===== config.mk =====
export PLATFORM = sky130hd
export DESIGN_NAME = branch_target_predictor
export DESIGN_NICKNAME = d
export VERILOG_FILES = /design/src/rtl/branch_target_predictor.sv
export SDC_FILE = /design/constraint.sdc
export NUM_CORES = 1
export LEC_CHECK = 0
export BUFFER_PORTS_ARGS = -buffer_cell sky130_fd_sc_hd__buf_2
export CAP_MARGIN = 40
export CORE_ASPECT_RATIO = 1.25
export CORE_MARGIN = 1
export CORE_UTILIZATION = 55
export CTS_BUF_LIST = sky130_fd_sc_hd__clkbuf_4
export DETAILED_ROUTE_END_ITERATION = 6
export PLACE_DENSITY = 0.84
export SETUP_SLACK_MARGIN = 0.1
export SLEW_MARGIN = 30
export SYNTH_ARGS = -nofsm -noshare
export SYNTH_HDL_FRONTEND = slang
export SYNTH_SLANG_ARGS = --single-unit

===== constraint.sdc =====
create_clock -name clk -period 3.03 [get_ports clk]
set_input_delay 0 -clock clk [delete_from_list [all_inputs] [get_ports clk]]
set_output_delay 0 -clock clk [all_outputs]
set_load 0.01 [all_outputs]

===== src/rtl/branch_target_predictor.sv =====
// rtl/branch_target_predictor.sv - direct-mapped BTB with saturating direction counters (optional STATS_EN)
`timescale 1ns/1ps
module branch_target_predictor #(
    parameter int ADDR_W  = 16,
    parameter int ENTRIES = 16,
    parameter int CTR_W   = 2
) (
    input  logic              clk,
    input  logic              rst_n,
    input  logic [ADDR_W-1:0] fetch_pc,
    output logic              pred_hit,
    output logic              pred_taken,
    output logic [ADDR_W-1:0] pred_target,
    input  logic              res_valid,
    input  logic [ADDR_W-1:0] res_pc,
    input  logic              res_taken,
    input  logic [ADDR_W-1:0] res_target,
    input  logic              res_pred_taken,
    input  logic [ADDR_W-1:0] res_pred_target,
    output logic              mispredict,
    input  logic              flush_all,
    output logic [15:0]       stat_lookups,
    output logic [15:0]       stat_mispredicts
);

    localparam int IDX_W = $clog2(ENTRIES);
    localparam int TAG_W = ADDR_W - IDX_W - 1;

    localparam logic [CTR_W-1:0] CTR_MAX = {CTR_W{1'b1}};
    localparam logic [CTR_W-1:0] CTR_MIN = {CTR_W{1'b0}};
    localparam logic [CTR_W-1:0] CTR_WNT = {1'b0, {(CTR_W-1){1'b1}}};
    localparam logic [CTR_W-1:0] CTR_WT  = {1'b1, {(CTR_W-1){1'b0}}};

    logic              valid_q [ENTRIES];
    logic              valid_d [ENTRIES];
    logic [TAG_W-1:0]  tag_q   [ENTRIES];
    logic [TAG_W-1:0]  tag_d   [ENTRIES];
    logic [ADDR_W-1:0] tgt_q   [ENTRIES];
    logic [ADDR_W-1:0] tgt_d   [ENTRIES];
    logic [CTR_W-1:0]  ctr_q   [ENTRIES];
    logic [CTR_W-1:0]  ctr_d   [ENTRIES];

    logic [IDX_W-1:0]  f_idx;
    logic [TAG_W-1:0]  f_tag;
    logic [IDX_W-1:0]  r_idx;
    logic [TAG_W-1:0]  r_tag;
    logic              r_hit;
    logic              unused_pc_lsb;

    // Halfword-aligned PCs: bit 0 carries no information for index or tag.
    assign f_idx = fetch_pc[IDX_W:1];
    assign f_tag = fetch_pc[ADDR_W-1:IDX_W+1];
    assign r_idx = res_pc[IDX_W:1];
    assign r_tag = res_pc[ADDR_W-1:IDX_W+1];
    assign unused_pc_lsb = fetch_pc[0] ^ res_pc[0];

    // Zero-latency lookup from the current array contents only.
    assign pred_hit    = valid_q[f_idx] && (tag_q[f_idx] == f_tag);
    assign pred_taken  = pred_hit && ctr_q[f_idx][CTR_W-1];
    assign pred_target = pred_hit ? tgt_q[f_idx] : '0;

    assign r_hit = valid_q[r_idx] && (tag_q[r_idx] == r_tag);

    assign mispredict = res_valid && ((res_taken != res_pred_taken) ||
                                      (res_taken && (res_target != res_pred_target)));

    // Next-state for the entry array: flush beats training, training touches one index.
    always_comb begin
        valid_d = valid_q;
        tag_d   = tag_q;
        tgt_d   = tgt_q;
        ctr_d   = ctr_q;
        if (flush_all) begin
            for (int i = 0; i < ENTRIES; i++) begin
                valid_d[i] = 1'b0;
            end
        end else if (res_valid) begin
            if (r_hit) begin
                if (res_taken) begin
                    tgt_d[r_idx] = res_target;
                    if (ctr_q[r_idx] != CTR_MAX) begin
                        ctr_d[r_idx] = ctr_q[r_idx] + CTR_W'(1);
                    end
                end else if (ctr_q[r_idx] != CTR_MIN) begin
                    ctr_d[r_idx] = ctr_q[r_idx] - CTR_W'(1);
                end
            end else if (res_taken) begin
                valid_d[r_idx] = 1'b1;
                tag_d[r_idx]   = r_tag;
                tgt_d[r_idx]   = res_target;
                ctr_d[r_idx]   = CTR_WT;
            end
        end
    end

    // Entry array registers; reset leaves every counter weakly not-taken.
    always_ff @(posedge clk or negedge rst_n) begin
        if (!rst_n) begin
            for (int i = 0; i < ENTRIES; i++) begin
                valid_q[i] <= 1'b0;
                tag_q[i]   <= '0;
                tgt_q[i]   <= '0;
                ctr_q[i]   <= CTR_WNT;
            end
        end else begin
            valid_q <= valid_d;
            tag_q   <= tag_d;
            tgt_q   <= tgt_d;
            ctr_q   <= ctr_d;
        end
    end

`ifdef STATS_EN
    logic [15:0] stat_lookups_q;
    logic [15:0] stat_lookups_d;
    logic [15:0] stat_mispredicts_q;
    logic [15:0] stat_mispredicts_d;

    // Saturating event counters; flush_all deliberately leaves them alone.
    always_comb begin
        stat_lookups_d     = stat_lookups_q;
        stat_mispredicts_d = stat_mispredicts_q;
        if (res_valid && (stat_lookups_q != 16'hFFFF)) begin
            stat_lookups_d = stat_lookups_q + 16'd1;
        end
        if (mispredict && (stat_mispredicts_q != 16'hFFFF)) begin
            stat_mispredicts_d = stat_mispredicts_q + 16'd1;
        end
    end

    // Statistics registers.
    always_ff @(posedge clk or negedge rst_n) begin
        if (!rst_n) begin
            stat_lookups_q     <= 16'h0000;
            stat_mispredicts_q <= 16'h0000;
        end else begin
            stat_lookups_q     <= stat_lookups_d;
            stat_mispredicts_q <= stat_mispredicts_d;
        end
    end

    assign stat_lookups     = stat_lookups_q;
    assign stat_mispredicts = stat_mispredicts_q;
`else
    assign stat_lookups     = 16'h0000;
    assign stat_mispredicts = 16'h0000;
`endif

endmodule


==> summary.txt <==
Critical path
  • RR Startpoint: tag_q[49]
  • Most used cell along the critical path: buf_4
  • WP buf/inv: 5
  • Crit path depth: 11
  • Slowest-stage cell, CP: mux4_2
  • Delay of the slowest critical-path stage: about 570 ps
  • Worst Path Arrival: between 3000 and 4000 ps
  • WS Path Type: reg -> out
  • CP Data Required Time: just over 3000 ps
  • FF-to-FF End: ctr_q[21]
  • Critical-path cell list: buf_4 > mux4_2 > mux4_2 > xnor2_2 > buf_4 > nand4_1 > or3_4 > buf_12 > nor2b_1 > buf_4 > buf_2
  • CP Max Fanout: 12
  • Largest delay share family, worst path: multiplexers
  • Setup crit start: tag_q[24]
  • Worst R2R Setup Slack: -690 ps
  • Startpoint Class: flop
  • R2r worst-path depth: 10
  • Nature of the critical path endpoint: output port

Timing
  • Final Max Slew Viols: 0
  • Final setup vio count: 242
  • PnR worst setup slack: -876 ps
  • Setup TNS: -130320 ps
  • Skew final: between 80 and 90 ps
  • Final min period: 3910 ps
  • Final Cycle Share: 1.29
  • Least-Margin Pin Slew: 638 ps
  • RSZ-0062 raised after global routing: true
  • Fmax: ~0.26 GHz
  • Slew headroom: 0.572
  • Final hold vios: 0

Clock network
  • Max clock buf depth: 3
  • Worst-path clk slew: approximately 80 ps
  • Num CTS Buffers: 119
  • Clk Latency, worst-skew pair: between 900 and 1000 ps
  • CTS tree: done
  • Htree depth: 3
  • Clock Sinks: 480
  • Root Driver: clkbuf_4

Logic synthesis
  • Gate Count Post-Synth: 1597
  • Syn avg cell area: between 15 and 20 um2
  • Compound-gate portion of the synthesized area: 0.0278
  • Number of synthesized register bits: 480
  • Most common cell in the synthesized netlist: dfrtp_1
  • Distinct cell type count after synthesis: 65
  • Largest family of logic cells by synthesized area: multiplexers
  • Yosys top cell area share: 0.460
  • Seq/Total Area, Yosys: 0.477
  • Most instantiated cells after synthesis: dfrtp_1 (464), mux2_2 (306), mux4_2 (192)
  • Mux contribution to synthesized area: 0.411
  • Top cells by area, synth: dfrtp_1 (46%), mux4_2 (17%), mux2_2 (14%), mux2_4 (7.5%), dfstp_2 (1.7%)
  • Post-synth ARST share: 1.00
  • Ys flop type: dfrtp_1
  • Synth Area in XOR/XNOR: 0.0121
  • Post-Synth Simple-Gate Area: 0.0309
  • Synthesized cell area: between 20000 and 30000 um2
  • Number of synthesis warnings: 0
  • Post-Synth Adder-Cell Area: 0.000991
  • Cell taking the most area after synthesis: dfrtp_1
  • Post-synth EDFFs: 0

Floorplanning
  • Die width: approximately 190 um
  • CORE AREA: ~45000 um2
  • Die area: around 47000 um2
  • Boundary Pins: about 120
  • Initial Util: 0.559
  • Die height: 242 um
  • Rows: 87

Final layout
  • Final Non-Filler Cells: approximately 2700
  • Total Nets Final: about 2100
  • FF/Latch Area: 12000 um2
  • Share of layout cells above drive strength 1: 0.632
  • Area Overhead vs Synth: 21.2%
  • Fill cells: around 2800
  • Fin area: roughly 30000 um2
  • Fin util: 0.677
  • Multi-input gate area: about 13000 um2

Placement
  • GPL Wtd Cong: roughly 0.9
  • PortBufs: between 80 and 90
  • Post-DP HPWL: about 45000 um
  • # placed instances: 2378
  • Area of placed instances: ~28000 um2

GRT
  • Initial antenna violation count: 1
  • Largest net degree at the start of global routing: roughly 110
  • Busiest grt layer: met2
  • GRT Util Overall: 0.347
  • Met1 Use GR: 0.397
  • Vias in the first global route: ~19000
  • Global-route wire length before repair: about 120000 um
  • GRT overflow: 0
  • Met2 Use GR: 0.548
  • M3 GR Usage: 0.116

Pwr
  • Peak VDD IR: around 0.45 mV
  • Power per standard cell area: 541 nW/um2
  • Logic pwr share: 0.201
  • Total power: about 17 mW
  • Clock group share of total power: 0.332
  • Static Leak: 14.2 nW
  • Int Power: 12.0 mW
  • Sequential Power Share: 0.467
  • Sw Share: 0.278
  • Sw Pwr: roughly 4.6 mW

Worst hold path
  • Hold EP: tgt_q[134]
  • Min-delay worst type: in -> reg
  • Hold Crit Depth: 3
  • Critical hold path startpoint: res_target[6]

Status
  • Failing checks: design-rule violations, negative setup slack
  • Status: complete, but fails checks

Route
  • Routed wire per std cell: 29.5 um
  • 1st-iter DRT viols: between 1500 and 2000
  • DRC viols: 22
  • DRT Pass-1 Iters: 7
  • DRT antenna net count: 0
  • Vias: about 17000
  • Post-DR vias/cell: 6.53
  • Routed wire length: ~79000 um

Flow run
  • Max cap viols: 0
## per-layer routing
layer | up-vias | share of wire | wire length (um)
met5 | - | 0 | 0
met4 | 0 | 0.079 | 6220
met3 | 457 | 0.10 | 7860
met2 | 1142 | 0.47 | 37200
met1 | 8973 | 0.35 | 27300
li1 | 6850 | - | -
## flip-flops by register name (all words and copies together) (netlist names)
| name | cells |
|---|---|
| tag_q | 176 |
| tgt_q | 256 |
| ctr_q | 32 |
| valid_q | 16 |
## cell type report
type,instances,share of cell area
tap,578,0.0236
multi-input combinational,980,0.426
sequential,480,0.393
clock inverter,34,0.00552
antenna,1,0.0000818
inverter,22,0.00270
clock buffer,181,0.0444
timing repair buffer,390,0.105
## per-stage QoR
stage | setup slack [ps] | hold slack, ps
after floorplan | -89.0 | -296
after global placement | -554 | 20.2
after detailed placement | -616 | 29.8
after CTS | -913 | 45.0
after global routing | -935 | 134
final | -876 | 107
## kinds of logic after synthesis
group,after synthesis
muxes,691
AOI/OAI and AO/OA,76
xor gates and xnor gates,35
DFF,480
buffers and inverters,186
other,1
adders and majority gates,2
and+or+nand+nor,126
## worst max path at each step
stage / endpoint / slack, ps
6_report: pred_target[11] / -880
5_1_grt: pred_target[12] / -930
4_1_cts: pred_target[6] / -910
3_5_place_dp: ctr_q[21] / -620
3_3_place_gp: ctr_q[17] / -550
2_1_floorplan: ctr_q[31] / -90
## power by group through the flow
stage | Clock, mW | Sequential, mW | Combinational (mW)
detailed placement | 0 | 7.80 | 3.13
finish | 5.49 | 7.73 | 3.32
global route | 5.88 | 7.81 | 3.50
CTS | 5.55 | 7.69 | 3.22
floorplan | 0 | 7.64 | 2.08
global placement | 0 | 7.71 | 3.00
## timing repair
action | 4_1_cts | 5_1_grt
resized for setup | 54 | 21
setup buffers | 14 | 4
hold buffers | 35 | 0
pin swaps | 5 | 9
cloned | 22 | 1
endpoints found under the setup margin | 242 | 242
hold endpoints to repair | 943 | 0
## cell usage in the layout (no fill, tap or decap), types with 6 or more instances in the layout
cell type      Yosys  routed
dfrtp_1          464     464
mux2_2           306     293
buf_4             34     234
mux4_2           192     192
clkbuf_4           0     181
mux2_4           126     176
buf_2             10      79
dlygate4sd3_1      0      34
conb_1             1      32
mux2i_1           30      29
xnor2_1           27      24
and2_4            12      24
inv_1             21      21
clkinv_1           1      21
nor2b_1           27      20
buf_12             0      19
buf_6             24      18
o21a_1            16      16
dfstp_2           16      16
nand2_1           15      14
o32ai_4            0      14
nor2_2             0      11
nor2_1            21      10
nor2b_4            4       8
clkinv_2           0       8
nand4_1            7       7
nor2b_2            0       7
xor2_1             8       7
nor3_1             7       7
nand3_1            6       6
a22oi_1            6       6
## tightest hold or removal path, delay by kind of cell
family   cells  cell delay (ps)
buf+inv      2              800
mux          1              210
Note: power is estimated with default switching activity, not from simulation.
